<file path="src/rtl/watchdog_sequencer.sv">
// watchdog_sequencer: clears, arms and qualifies one watchdog, retrying on timeout
// and reporting a sticky pass/fail result per check.
module watchdog_sequencer #(
  parameter int RETRY_MAX      = 3,
  parameter int RETRY_W        = 4,
  parameter int MATCH_HOLD     = 16,
  parameter int CLR_CYCLES     = 2,
  parameter int BACKOFF_CYCLES = 1000
) (
  input  logic               i_clk,
  input  logic               i_rst,
  input  logic               i_start,
  input  logic               i_abort,
  input  logic               i_timeout_event,
  input  logic               i_match_event,
  output logic               o_wd_rst,
  output logic               o_timer_en,
  output logic               o_busy,
  output logic               o_done,
  output logic               o_pass,
  output logic               o_fail,
  output logic [RETRY_W-1:0] o_attempts
);
  localparam int CW = $clog2(CLR_CYCLES) + 1;
  localparam int BW = $clog2(BACKOFF_CYCLES) + 1;
  localparam int MW = $clog2(MATCH_HOLD) + 1;
  localparam logic [CW-1:0] CLR_LAST = CW'(CLR_CYCLES - 1);
  localparam logic [BW-1:0] BO_LAST = BW'(BACKOFF_CYCLES - 1);
  localparam logic [MW-1:0] MATCH_LAST = MW'(MATCH_HOLD - 1);
  localparam logic [RETRY_W-1:0] ATT_LAST = RETRY_W'(RETRY_MAX + 1);

  typedef enum logic [2:0] {IDLE, CLEAR, ARM, BACKOFF, DONE} state_e;

  state_e state_q, state_d;
  logic [CW-1:0] clr_cnt_q, clr_cnt_d;
  logic [BW-1:0] bo_cnt_q, bo_cnt_d;
  logic [MW-1:0] match_cnt_q, match_cnt_d;
  logic [RETRY_W-1:0] att_q, att_d;
  logic pass_q, pass_d, fail_q, fail_d;
  logic wd_rst_q, timer_en_q, busy_q, done_q;

  always_comb begin
    state_d     = state_q;
    clr_cnt_d   = clr_cnt_q;
    bo_cnt_d    = bo_cnt_q;
    match_cnt_d = match_cnt_q;
    att_d       = att_q;
    pass_d      = pass_q;
    fail_d      = fail_q;
    case (state_q)
      IDLE: if (i_start) begin
        state_d   = CLEAR;
        clr_cnt_d = '0;
        att_d     = RETRY_W'(1);
        pass_d    = 1'b0;
        fail_d    = 1'b0;
      end
      CLEAR: if (i_abort) begin
        state_d = DONE;
        fail_d  = 1'b1;
      end else if (clr_cnt_q == CLR_LAST) begin
        state_d     = ARM;
        match_cnt_d = '0;
      end else clr_cnt_d = clr_cnt_q + 1'b1;
      ARM: begin
        match_cnt_d = i_match_event ? match_cnt_q + 1'b1 : '0;
        // Priority: abort, then pass, then timeout.
        if (i_abort) begin
          state_d = DONE;
          fail_d  = 1'b1;
        end else if (i_match_event && match_cnt_q == MATCH_LAST) begin
          state_d = DONE;
          pass_d  = 1'b1;
        end else if (i_timeout_event && att_q == ATT_LAST) begin
          state_d = DONE;
          fail_d  = 1'b1;
        end else if (i_timeout_event) begin
          state_d  = BACKOFF;
          bo_cnt_d = '0;
          att_d    = att_q + 1'b1;
        end
      end
      BACKOFF: if (i_abort) begin
        state_d = DONE;
        fail_d  = 1'b1;
      end else if (bo_cnt_q == BO_LAST) begin
        state_d   = CLEAR;
        clr_cnt_d = '0;
      end else bo_cnt_d = bo_cnt_q + 1'b1;
      DONE: state_d = IDLE;
      default: state_d = IDLE;
    endcase
  end

  // Outputs are registered from the next state so they line up with state_q.
  always_ff @(posedge i_clk or posedge i_rst) begin
    if (i_rst) begin
      state_q     <= IDLE;
      clr_cnt_q   <= '0;
      bo_cnt_q    <= '0;
      match_cnt_q <= '0;
      att_q       <= '0;
      pass_q      <= 1'b0;
      fail_q      <= 1'b0;
      wd_rst_q    <= 1'b1;
      timer_en_q  <= 1'b0;
      busy_q      <= 1'b0;
      done_q      <= 1'b0;
    end else begin
      state_q     <= state_d;
      clr_cnt_q   <= clr_cnt_d;
      bo_cnt_q    <= bo_cnt_d;
      match_cnt_q <= match_cnt_d;
      att_q       <= att_d;
      pass_q      <= pass_d;
      fail_q      <= fail_d;
      wd_rst_q    <= state_d != ARM;
      timer_en_q  <= state_d == ARM;
      busy_q      <= state_d != IDLE;
      done_q      <= state_d == DONE;
    end
  end

  assign o_wd_rst   = wd_rst_q;
  assign o_timer_en = timer_en_q;
  assign o_busy     = busy_q;
  assign o_done     = done_q;
  assign o_pass     = pass_q;
  assign o_fail     = fail_q;
  assign o_attempts = att_q;
endmodule

</file>
<file path="config.mk">
export PLATFORM = sky130hd
export DESIGN_NAME = watchdog_sequencer
export DESIGN_NICKNAME = d
export VERILOG_FILES = /design/src/rtl/watchdog_sequencer.sv
export SDC_FILE = /design/constraint.sdc
export NUM_CORES = 1
export LEC_CHECK = 0
export BUFFER_PORTS_ARGS = -buffer_cell sky130_fd_sc_hd__buf_2
export CORE_ASPECT_RATIO = 2
export CORE_UTILIZATION = 45
export DETAILED_ROUTE_END_ITERATION = 8
export MAX_ROUTING_LAYER = met4
export PLACE_DENSITY = 0.66
export SLEW_MARGIN = 10
export SYNTH_ARGS = -nofsm -noshare
export SYNTH_HDL_FRONTEND = slang
export SYNTH_SLANG_ARGS = --single-unit
</file>
<file path="constraint.sdc">
create_clock -name i_clk -period 2 [get_ports i_clk]
set_input_delay 0.5 -clock i_clk [delete_from_list [all_inputs] [get_ports i_clk]]
set_output_delay 0.5 -clock i_clk [all_outputs]
set_load 0.01 [all_outputs]
</file>
==> results.yml <==
run_status:
  status: "complete, no violations"
logic_synthesis:
  netlist_area_sq_um: 1740
  synth_seq_cells: 31
  yosysWarnings: 0
  avgSynthCellArea_sq_um: 9.90
  synthDistinctLibCells: 58
  synthFlopType: "dfrtp_1"
  ys_seq_area_share_pct: 44.6
  synth_fp_nets: 188
  synthArstFlopShare_pct: 100
  synth_enable_flop_cells: 0
  syn_inst: 176
power_and_ir_drop:
  seqPwrFrac_pct: 40.8
  p_comb_share_pct: 35.2
  power.share.switching_pct: 34.5
  power_uw: 2120
  ir_drop_mv: 0.511
  p_per_area_nw_per_um2: 1030
  p_leak_uw: 0.000949
  pwr-share-clk_pct: 24.0
  p_int_uw: 1390
  p_switching_uw: 732
critical_path:
  critPathCapture: "o_attempts[3]$_DFFE_PP0P_"
  reg2reg_to: "o_attempts[3]$_DFFE_PP0P_"
  critical-path-max-stage-delay_ps: 470
  crit_required_ps: 2220
  r2r_setup_slack_ps: 90
  r2r_cells: 7
  crit_chain: "ha_2 > and3_1 > ha_2 > a21boi_4 > nand4_4 > or4_1 > nand2_1"
  worstReg2RegStart: "match_cnt_q[1]$_DFFE_PP0P_"
  cp_data_arrival_time_ps: 2130
  cp_num_cells: 7
  critPathKind: "reg -> reg"
  crit_family: "simple AND/OR/NAND/NOR gates"
  cp-start-kind: "flop"
  end_kind: "flop"
  cp_common_cell: "ha_2"
  crit_slowest_cell: "or4_1"
  startpoint: "match_cnt_q[1]$_DFFE_PP0P_"
  worstPathMaxFanout: 4
  cp_num_buf_inv: 0
drt:
  ant_nets: 0
  drt_iter0_drc: 40
  drc: 0
  wl_per_cell_um: 15.7
  wirelength_um: 3980
  vias_per_cell: 5.94
  vias: 1508
  first_pass_iters: 4
floorplan:
  die_h_um: 90.0
  coreArea_sq_um: 3650
  start_util_pct: 47.8
  fp.dieW_um: 46.0
  rows: 31
  ios: 16
  die_area_sq_um: 4140
timing:
  setup_viol: 0
  finClkSkew_ps: 3.13
  fin_crit_ps: 1910
  slew-limit-headroom_pct: 66.3
  timing.final.crit_share_pct: 95.4
  slew_violations: 0
  fmax_ghz: 0.524
  hold_viol: 0
  finalSetupTns_ps: 0
  grt_setup_unrepaired: "no"
  setup_ws_ps: 92.7
  tightest_slew_ps: 498
clock_tree:
  postCtsHoldBufs: 0
  cts_tree: "done"
  insertion_delay_ps: 280
  path_clk_slew_ps: 70
  cts_sinks: 31
  cts_made_buffers: 5
  root_buffer: "clkbuf_8"
  htreeDepth: 2
  cts_buffer_depth: 2
global_routing:
  grt_max_degree: 16
  grt_usage_pct: 23.1
  first_global_vias: 1561
  grt_pass1_wl_um: 7030
  antenna_found_initial: 0
  overflow: 0
finish:
  num_antenna_cells: 0
  area_growth_pct: 18.7
  layout_common_cells: "dfrtp_1, buf_2, buf_4, o21ai_0, nor2_1"
  final_nets: 216
  stdcell_count: 254
  final_layout_size_suffix_gt1_share_pct: 24.4
  fin_area_sq_um: 2070
  final_common_cell: "dfrtp_1"
place:
  post-place-cells: 245
  io_buffers: 15
  detailedPlace.worstSlack_ps: 5.91
  place_area_sq_um: 1950
  gp_congestion: 0.854
  post-dp-hpwl_um: 3020
flow_run:
  drv_cap: 0
hold_path:
  min_path_type: "in -> async"
cells in the mapped netlist, types with 2 or more instances:
master | number | area (sq um)
a211oi_1 | 3 | 22.5
a21o_1 | 3 | 22.5
a21oi_1 | 10 | 50.1
a22o_1 | 2 | 17.5
a31oi_1 | 10 | 62.6
a32o_1 | 2 | 20.0
and3_1 | 3 | 18.8
and4_1 | 3 | 26.3
buf_2 | 4 | 20.0
clkbuf_1 | 2 | 7.51
dfrtp_1 | 30 | 751
ha_1 | 6 | 75.1
inv_1 | 8 | 30.0
inv_2 | 2 | 7.51
nand2_1 | 9 | 33.8
nand3_1 | 6 | 30.0
nand3b_1 | 2 | 15.0
nand4_1 | 2 | 12.5
nand4bb_1 | 2 | 22.5
nor2_1 | 11 | 41.3
nor2b_1 | 3 | 18.8
nor3_1 | 4 | 20.0
nor4bb_1 | 2 | 20.0
o21ai_0 | 12 | 60.1
o221ai_1 | 2 | 17.5
worst register-to-register path: stages (launching register included):
cell      delay [ps]
dfrtp_1          400
ha_2             190
and3_1           180
ha_2             190
a21boi_4         220
nand4_4          120
or4_1            470
nand2_1           80
routing by layer:
| metal | GRT usage (%) | vias up | part of all wire (%) |
|---|---|---|---|
| li1 | - | 721 | - |
| met1 | 25.8 | 737 | 37 |
| met2 | 38.1 | 38 | 56 |
| met3 | 3.61 | 12 | 3.1 |
| met4 | 10.5 | 0 | 3.3 |
| met5 | - | - | 0 |
per-stage QoR:
stage	utilization [%]	hold slack, ps
2_1_floorplan	-	439
3_3_place_gp	53.5	457
3_5_place_dp	53.5	475
4_1_cts	56.3	194
5_1_grt	56.7	226
6_report	56.7	190
power groups by stage:
| stage | sequential (uW) | combinational [uW] | clock (uW) |
|---|---|---|---|
| finish | 865 | 747 | 509 |
| global route | 889 | 829 | 561 |
| detailed placement | 876 | 713 | 0 |
| CTS | 865 | 730 | 530 |
| floorplan | 864 | 480 | 0 |
| global placement | 870 | 691 | 0 |
area by class of cell:
| class | instances | area, sq um |
|---|---|---|
| multi-input cells | 127 | 907 |
| flip-flops and latches | 31 | 777 |
| clock buffers | 7 | 86.3 |
| repair buffers | 29 | 193 |
| inverters | 10 | 37.5 |
| well taps | 49 | 61.3 |
| clock inverters | 1 | 5.00 |
| fillers | 358 | 1580 |
registers in the layout, indices dropped and copies added, names as in the netlist:
signal	count
o_timer_en	1
o_wd_rst	1
o_busy	1
clr_cnt_q	2
bo_cnt_q	11
o_pass	1
state_q	3
o_attempts	4
o_fail	1
match_cnt_q	5
o_done	1
logic make-up after synthesis:
group	after synthesis	share of synthesized area [%]
simple gates	62	23.7
compound gates	57	21.6
flops	31	44.6
buf+inv	18	4.60
fa+ha+maj	6	4.31
mux	2	1.22
worst min-delay path by stage:
stage                            startpoint                       end  cells after the start
global placement    bo_cnt_q[9]$_DFFE_PP0P_   bo_cnt_q[9]$_DFFE_PP0P_                      1
CTS                                   i_rst      o_timer_en$_DFF_PP0_                      2
floorplan           bo_cnt_q[9]$_DFFE_PP0P_   bo_cnt_q[9]$_DFFE_PP0P_                      1
global route                          i_rst  clr_cnt_q[1]$_DFFE_PP0P_                      2
finish                                i_rst      o_timer_en$_DFF_PP0_                      2
detailed placement  bo_cnt_q[9]$_DFFE_PP0P_   bo_cnt_q[9]$_DFFE_PP0P_                      1
what timing repair did:
item	in CTS	in global routing
pin swaps	0	1
setup endpoints to repair	3	3
buffers inserted	0	1
gates resized for setup	2	2
Power figures use the tool's default switching activity.
